**config.mk**
```make
export PLATFORM = sky130hd
export DESIGN_NAME = result_buffer
export DESIGN_NICKNAME = d
export VERILOG_FILES = /design/src/rtl/result_buffer.sv
export SDC_FILE = /design/constraint.sdc
export NUM_CORES = 1
export LEC_CHECK = 0
export ABC_AREA = 1
export CORE_UTILIZATION = 37
export DETAILED_ROUTE_END_ITERATION = 10
export GPL_TIMING_DRIVEN = 0
export PLACE_DENSITY = 0.63
export SLEW_MARGIN = 10
export SYNTH_ARGS = -nofsm -noshare
export SYNTH_HDL_FRONTEND = slang
export SYNTH_SLANG_ARGS = --single-unit
export TNS_END_PERCENT = 5
```
**constraint.sdc**
```tcl
create_clock -name clk -period 2.4 [get_ports clk]
set_clock_uncertainty 0.1 [all_clocks]
set_input_delay 0.36 -clock clk [delete_from_list [all_inputs] [get_ports clk]]
set_output_delay 0.36 -clock clk [all_outputs]
set_load 0.03 [all_outputs]
```
**src/rtl/result_buffer.sv**
```systemverilog
// Frame-based result buffer: collects DEPTH words from the compute stage, then
// drains them in order to the consumer before accepting the next frame.
module result_buffer #(
  parameter int DATA_W = 16,
  parameter int DEPTH  = 14
) (
  input  logic              clk,
  input  logic              reset,
  input  logic              flush,
  input  logic              wr_valid,
  input  logic [DATA_W-1:0] wr_data,
  output logic              wr_ready,
  output logic              rd_valid,
  output logic [DATA_W-1:0] rd_data,
  input  logic              rd_ready,
  output logic [3:0]        wr_addr,
  output logic [3:0]        rd_addr,
  output logic [3:0]        count,
  output logic              frame_done
);

  typedef enum logic {
    FILL  = 1'b0,
    DRAIN = 1'b1
  } state_t;

  localparam logic [3:0] LAST_ADDR  = 4'(DEPTH - 1);
  localparam logic [3:0] FULL_LESS1 = 4'(DEPTH - 1);

  state_t            state_r;
  state_t            state_s;
  logic [3:0]        wr_addr_r;
  logic [3:0]        rd_addr_r;
  logic [3:0]        count_r;
  logic              frame_done_r;
  logic              wr_en_s;
  logic              rd_en_s;
  logic              last_rd_s;
  logic [DATA_W-1:0] mem_r [DEPTH];

  // Next-state, handshake qualification and state-decoded flow control
  always_comb begin
    state_s   = state_r;
    wr_en_s   = 1'b0;
    rd_en_s   = 1'b0;
    last_rd_s = 1'b0;
    wr_ready  = 1'b0;
    rd_valid  = 1'b0;
    case (state_r)
      FILL: begin
        wr_ready = 1'b1;
        wr_en_s  = wr_valid;
        if (wr_valid && (count_r == FULL_LESS1)) begin
          state_s = DRAIN;
        end else begin
          state_s = FILL;
        end
      end
      DRAIN: begin
        rd_valid  = 1'b1;
        rd_en_s   = rd_ready;
        last_rd_s = rd_ready && (count_r == 4'd1);
        if (last_rd_s) begin
          state_s = FILL;
        end else begin
          state_s = DRAIN;
        end
      end
      default: begin
        state_s = FILL;
      end
    endcase
  end

  // Control registers; reset beats flush, flush beats any handshake
  always_ff @(posedge clk) begin
    if (!reset) begin
      state_r      <= FILL;
      wr_addr_r    <= 4'd0;
      rd_addr_r    <= 4'd0;
      count_r      <= 4'd0;
      frame_done_r <= 1'b0;
    end else if (flush) begin
      state_r      <= FILL;
      wr_addr_r    <= 4'd0;
      rd_addr_r    <= 4'd0;
      count_r      <= 4'd0;
      frame_done_r <= 1'b0;
    end else begin
      state_r      <= state_s;
      frame_done_r <= last_rd_s;
      if (wr_en_s) begin
        wr_addr_r <= (wr_addr_r == LAST_ADDR) ? 4'd0 : wr_addr_r + 4'd1;
        count_r   <= count_r + 4'd1;
      end else if (rd_en_s) begin
        rd_addr_r <= (rd_addr_r == LAST_ADDR) ? 4'd0 : rd_addr_r + 4'd1;
        count_r   <= count_r - 4'd1;
      end else begin
        count_r   <= count_r;
      end
    end
  end

  // Storage is never cleared; only an accepted, non-aborted write touches it
  always_ff @(posedge clk) begin
    if (reset && !flush && wr_en_s) begin
      mem_r[wr_addr_r] <= wr_data;
    end
  end

  assign rd_data    = mem_r[rd_addr_r];
  assign wr_addr    = wr_addr_r;
  assign rd_addr    = rd_addr_r;
  assign count      = count_r;
  assign frame_done = frame_done_r;

endmodule

```
== Yosys cells after proc, flatten, opt, wreduce, memory -nomap -nowiden ==
Memories as Yosys holds them, arrays and structs flattened. A register that Yosys moved wholly into a read port is not among the register bits.
Index checks and enable logic that the tools add are counted.

* Bits in registers: 14
* Latch bits: 0
* Memory bits (writable): 224
* Memory bits (read-only): 0
* Input port bits: 21
* Output and inout bits: 31
* Word-level logic and storage cells: 41
* Memories: 1

* $add $sub $neg: 4
* Multipliers: 0
* Divide/modulo/power cells: 0
* $lt $le $gt $ge: 0
* Eq/ne operators: 4
* Shift-type cells: 0
* Muxes and demuxes: 15
* Bitwise operators: 3
* Reduce and logical (&&, ||, !) cells: 9

{| class="wikitable"
|+ Memory list
! memory !! words !! width !! read ports !! clocked after Yosys merged registers in !! wr ports !! line !! text
|-
| mem_r || 14 || 16 || 1 || 1 || 1 || 39 || <nowiki>logic [DATA_W-1:0] mem_r [DEPTH];</nowiki>
|}

{| class="wikitable"
|+ Operator list
! operator !! count
|-
| 2-to-1 mux 4 bit || 6
|-
| adder 4 x 1 -> 4 bit, second input constant || 3
|-
| equality test 4 bit, second input constant || 3
|-
| 2-to-1 mux 1 bit || 8
|-
| equality test 4 x 1 -> 1 bit, second input constant || 1
|-
| logical AND 1 bit || 4
|-
| subtractor 4 x 1 -> 4 bit, second input constant || 1
|-
| NOT 1 bit || 3
|-
| OR reduction 3 bit || 1
|-
| one-hot mux 1 bit (2 select lines) || 1
|-
| AND reduction 2 bit || 1
|-
| nonzero test 2 bit || 1
|-
| OR reduction 2 bit || 1
|-
| zero test 1 bit || 1
|}

== Depth between registers and ports, before layout ==
Gate-level depths: netlist (run 1).

* Depth after elaboration: 5
* Gate-level depth with buffers: 9
* Gate-level depth less buffers: 7

== Least setup slack after synthesis (run 1) ==
OpenSTA, ideal clock, no wires.

* Kind: flip-flop to flip-flop
* From: register state_r
* To: memory mem_r[10][0] (enable)
* Library setup time: 388 ps
* Arrival time: 1852 ps
* Data required time: 1912 ps
* Slack: 60 ps
* Cell stages (with the launch flop): 6
* Buffers on the path: 0
* Clock period less this slack: 2340 ps
* Path through: dfxtp_1 inv_1 nand2_2 nor2_2 nand3_1 nor2_1

* Longest elaborated chain between the ends: 4

{| class="wikitable"
|+ RTL lines
! what !! line !! text
|-
| start: declaration || 30 || <nowiki>state_t state_r;</nowiki>
|-
| start signal: assignment || 90 || <nowiki>state_r <= state_s;</nowiki>
|-
| 2-to-1 mux 1 bit || 49 || <nowiki>case (state_r)</nowiki>
|-
| logical AND 1 bit || 106 || <nowiki>if (reset && !flush && wr_en_s) begin</nowiki>
|-
| 2-to-1 mux 1 bit || 106 ||
|-
| 2-to-1 mux 1 bit (not written as such) || 107 || <nowiki>mem_r[wr_addr_r] <= wr_data;</nowiki>
|-
| end: declaration || 39 ||
|}

Every way passes these cells.

==> results of run 1 <==
==> worst reg2reg max path, delay by kind of cell (launching register included) <==
kind | cells | cell delay (ps)
flip-flops | 1 | 330
AND/OR/NAND/NOR | 4 | 980
buffers and inverters | 2 | 340
==> area by class of cell <==
class	instances	area, sq um	area share, %
inverter	115	439	3.52
clock buffer	38	749	6.01
multi-input combinational	556	2530	20.3
tap	341	427	3.42
buffer	44	397	3.18
clock inverter	10	101	0.812
sequential	242	7090	56.8
timing repair buffer	64	744	5.97
==> per-layer routing <==
metal | up-vias | track usage [%]
li1 | 3351 | -
met1 | 3223 | 24.6
met2 | 235 | 29.6
met3 | 40 | 3.73
met4 | 0 | 5.66
met5 | - | 0
==> report_power, final <==
group / leakage, nW / internal [mW] / total [mW] / switching, mW
Combinational: 2.46 / 0.0652 / 0.199 / 0.134
Clock: 0.425 / 2.38 / 3.96 / 1.58
Sequential: 2.16 / 4.62 / 4.62 / 0.00628
==> sequential cells by signal, indices dropped and copies added (netlist names), named ones only <==
name and flops:
mem_r 224, count 4, rd_addr 4, wr_addr 4, frame_done 1, state_r 1
==> final timing paths <==
kind	from	end	slack, ps	cells after the start
max	flip-flop	rd_data[12]	-20	9
min	rd_ready	frame_done	370	3
max reg2reg	state_r	mem_r[8][1]	350	6
min reg2reg	state_r	state_r	400	2
==> through the flow <==
stage | hold WS, ps | worst slack [ps] | TNS (ps) | cell area [sq um] | utilization [%]
floorplan | 359 | 59.9 | 0 | 10100 | -
global placement | 395 | -1120 | -219240 | 11100 | 41.1
detailed placement | 396 | -516 | -64740 | 11300 | 41.9
CTS | 359 | -22.2 | -88.0 | 12400 | 46.0
global route | 397 | -96.5 | -1830 | 12500 | 46.3
finish | 370 | -18.9 | -35.0 | 12500 | 46.3
==> cells by family after synthesis <==
| logic type | synth area share, % |
|---|---|
| AND/OR/NAND/NOR | 20.5 |
| adder cells (fa/ha/maj) | 0.370 |
| AO/OA/AOI/OAI | 2.52 |
| buffers and inverters | 6.73 |
| flip-flops | 69.9 |
==> what timing repair did <==
item / 4_1_cts / 5_1_grt
gates cloned: 1 / 0
resized for setup: 181 / 19
setup endpoints to repair: 16 / 73
pin swaps: 6 / 2
hold buffers: 0 / 0
==> cell usage in the layout (no fill, tap or decap), types with 2 or more instances in the layout <==
cell and instances:
buf_8 14, o21ai_0 3, clkbuf_2 4, bufinv_16 2, clkdlybuf4s50_1 35, nand2_2 7
clkbuf_4 6, nor3_1 3, inv_1 113, clkbuf_8 4, buf_6 23, o21ai_2 2
nand2_1 335, clkbuf_16 27, ha_1 3, a21oi_2 6, dfxtp_1 16, clkbuf_1 6
clkinv_2 5, edfxtp_1 224, nor2_1 14, nor2_4 6, o21ai_1 6, buf_4 21
nand3_2 9, buf_2 3, nor2_2 9, nand3_1 116, nand4_1 3, inv_6 2
clkinv_1 2, a21oi_1 28, o211ai_1 2
==> results.cfg, run 1 <==
[run_status]
status = complete, but fails checks
violations = setup timing

[worst_setup_path]
cp_max_fo = 10
worstPathRequired_ps = 1940
cp_top_family = buffers and inverters
startpoint_type = flip-flop
worstPathArrival_ps = 1960
slowest_delay_ps = 310
cp_slowest_cell = dfxtp_2
critPathKind = flip-flop to output pin
worst-path-buf-inv = 5
endpoint_kind = output pin
cp_cell_sequence = buf_6 -> inv_6 -> bufbuf_16 -> buf_12 -> nand2_1 -> nand3_1 -> nand3_1 -> nand2_2 -> buf_6

[global_route]
overflow = 0
antenna_found_initial = 0
grt_max_degree = 17
track_usage_pct = 18.3
grt_pass1_vias = 6662
grt_pass1_wl_um = 38900

[routing]
wl_met3_um = 1970
dr_total_vias = 6849
drcViolationCount = 0
top_layer_used = met4
routed-wl-met2_um = 11800
drtIter0Drc = 598
post_drt_wl_per_cell_um = 17.8
routed_wl_um = 25200
firstDrtPassIters = 5
wl_met1_um = 10700
postRouteAntennaNets = 0
routed_via_density = 4.86

[layout]
layout.cells.non_filler = 1410
final_nets = 1073
diodes = 0
fillers = 2464
syn2layout_area_growth_pct = 23.1
drive_above_1_share_pct = 14.8

[synthesis]
ys_types = 25
synth_nets = 981
yosysSeqAreaShare_pct = 69.9
synth.largest_area_cell = edfxtp_1
avgSynthCellArea_sq_um = 10.6
async_flop_share_pct = 0
synthFlopType = edfxtp_1
yosys_warnings = 0
yosysMostFrequentCell = nand2_1
syn_area_sq_um = 10100
ys_ff_latch = 242
yosysTopAreaCellShare_pct = 66.3
synth.area.top_cells = edfxtp_1 66%, nand2_1 13%, nand3_1 6.2%
ys_top_cells_by_count = 341 x nand2_1, 224 x edfxtp_1, 125 x nand3_1, 113 x inv_1, 35 x a21oi_1
synth_edf_count = 224
netlist_instances = 957

[clocking]
h-tree-depth = 1
cts_tree = built
clockBufferDepth = 3
root_buffer = clkbuf_16
numCtsBuffers = 26
clk_latency_ps = 520
cts.clk_slew.worst_paths_ps = 60
cts.sinks = 242
post_cts_buffers = 0

[sta]
setup_violations = 3
maxSlewViolCount = 0
fin_crit_ps = 2420
setup_slack_ps = -18.9
fmax_mhz = 413
tightestPinTransition_ps = 816
finalCritPeriodShare_pct = 101
rsz0062_at_grt = true
hold_viol_final = 0
relSlewSlack_pct = 45.6

[pwr]
power.leakage_nw = 5.04
powerDensity_nw_per_um2 = 703
power_mw = 8.78
irDropWorstVdd_uv = 404

[place]
dp_cells = 1361
hpwl_um = 16600
io_buffers = 51
place.gp.congestion = 0.819

[floorplanning]
ioPinCount = 52
coreArea_sq_um = 27000
die_width_um = 168
initial_utilization_pct = 37.6
die_h_um = 168
fp-row-count = 60
die_area_sq_um = 28100

[run]
maxCapViolations = 0

[min_path]
hold_path_class = primary input to flip-flop
Power figures use the tool's default switching activity.
==> run 2: changes to the inputs <==
--- a/config.mk
+++ b/config.mk
@@ -9,6 +9,7 @@
 export CORE_UTILIZATION = 37
 export DETAILED_ROUTE_END_ITERATION = 10
 export GPL_TIMING_DRIVEN = 0
+export HOLD_SLACK_MARGIN = 0.06
 export PLACE_DENSITY = 0.63
 export SLEW_MARGIN = 10
 export SYNTH_ARGS = -nofsm -noshare
==> results of run 2 <==
No change in the layout: final DEF, timing and power equal those of run 1.
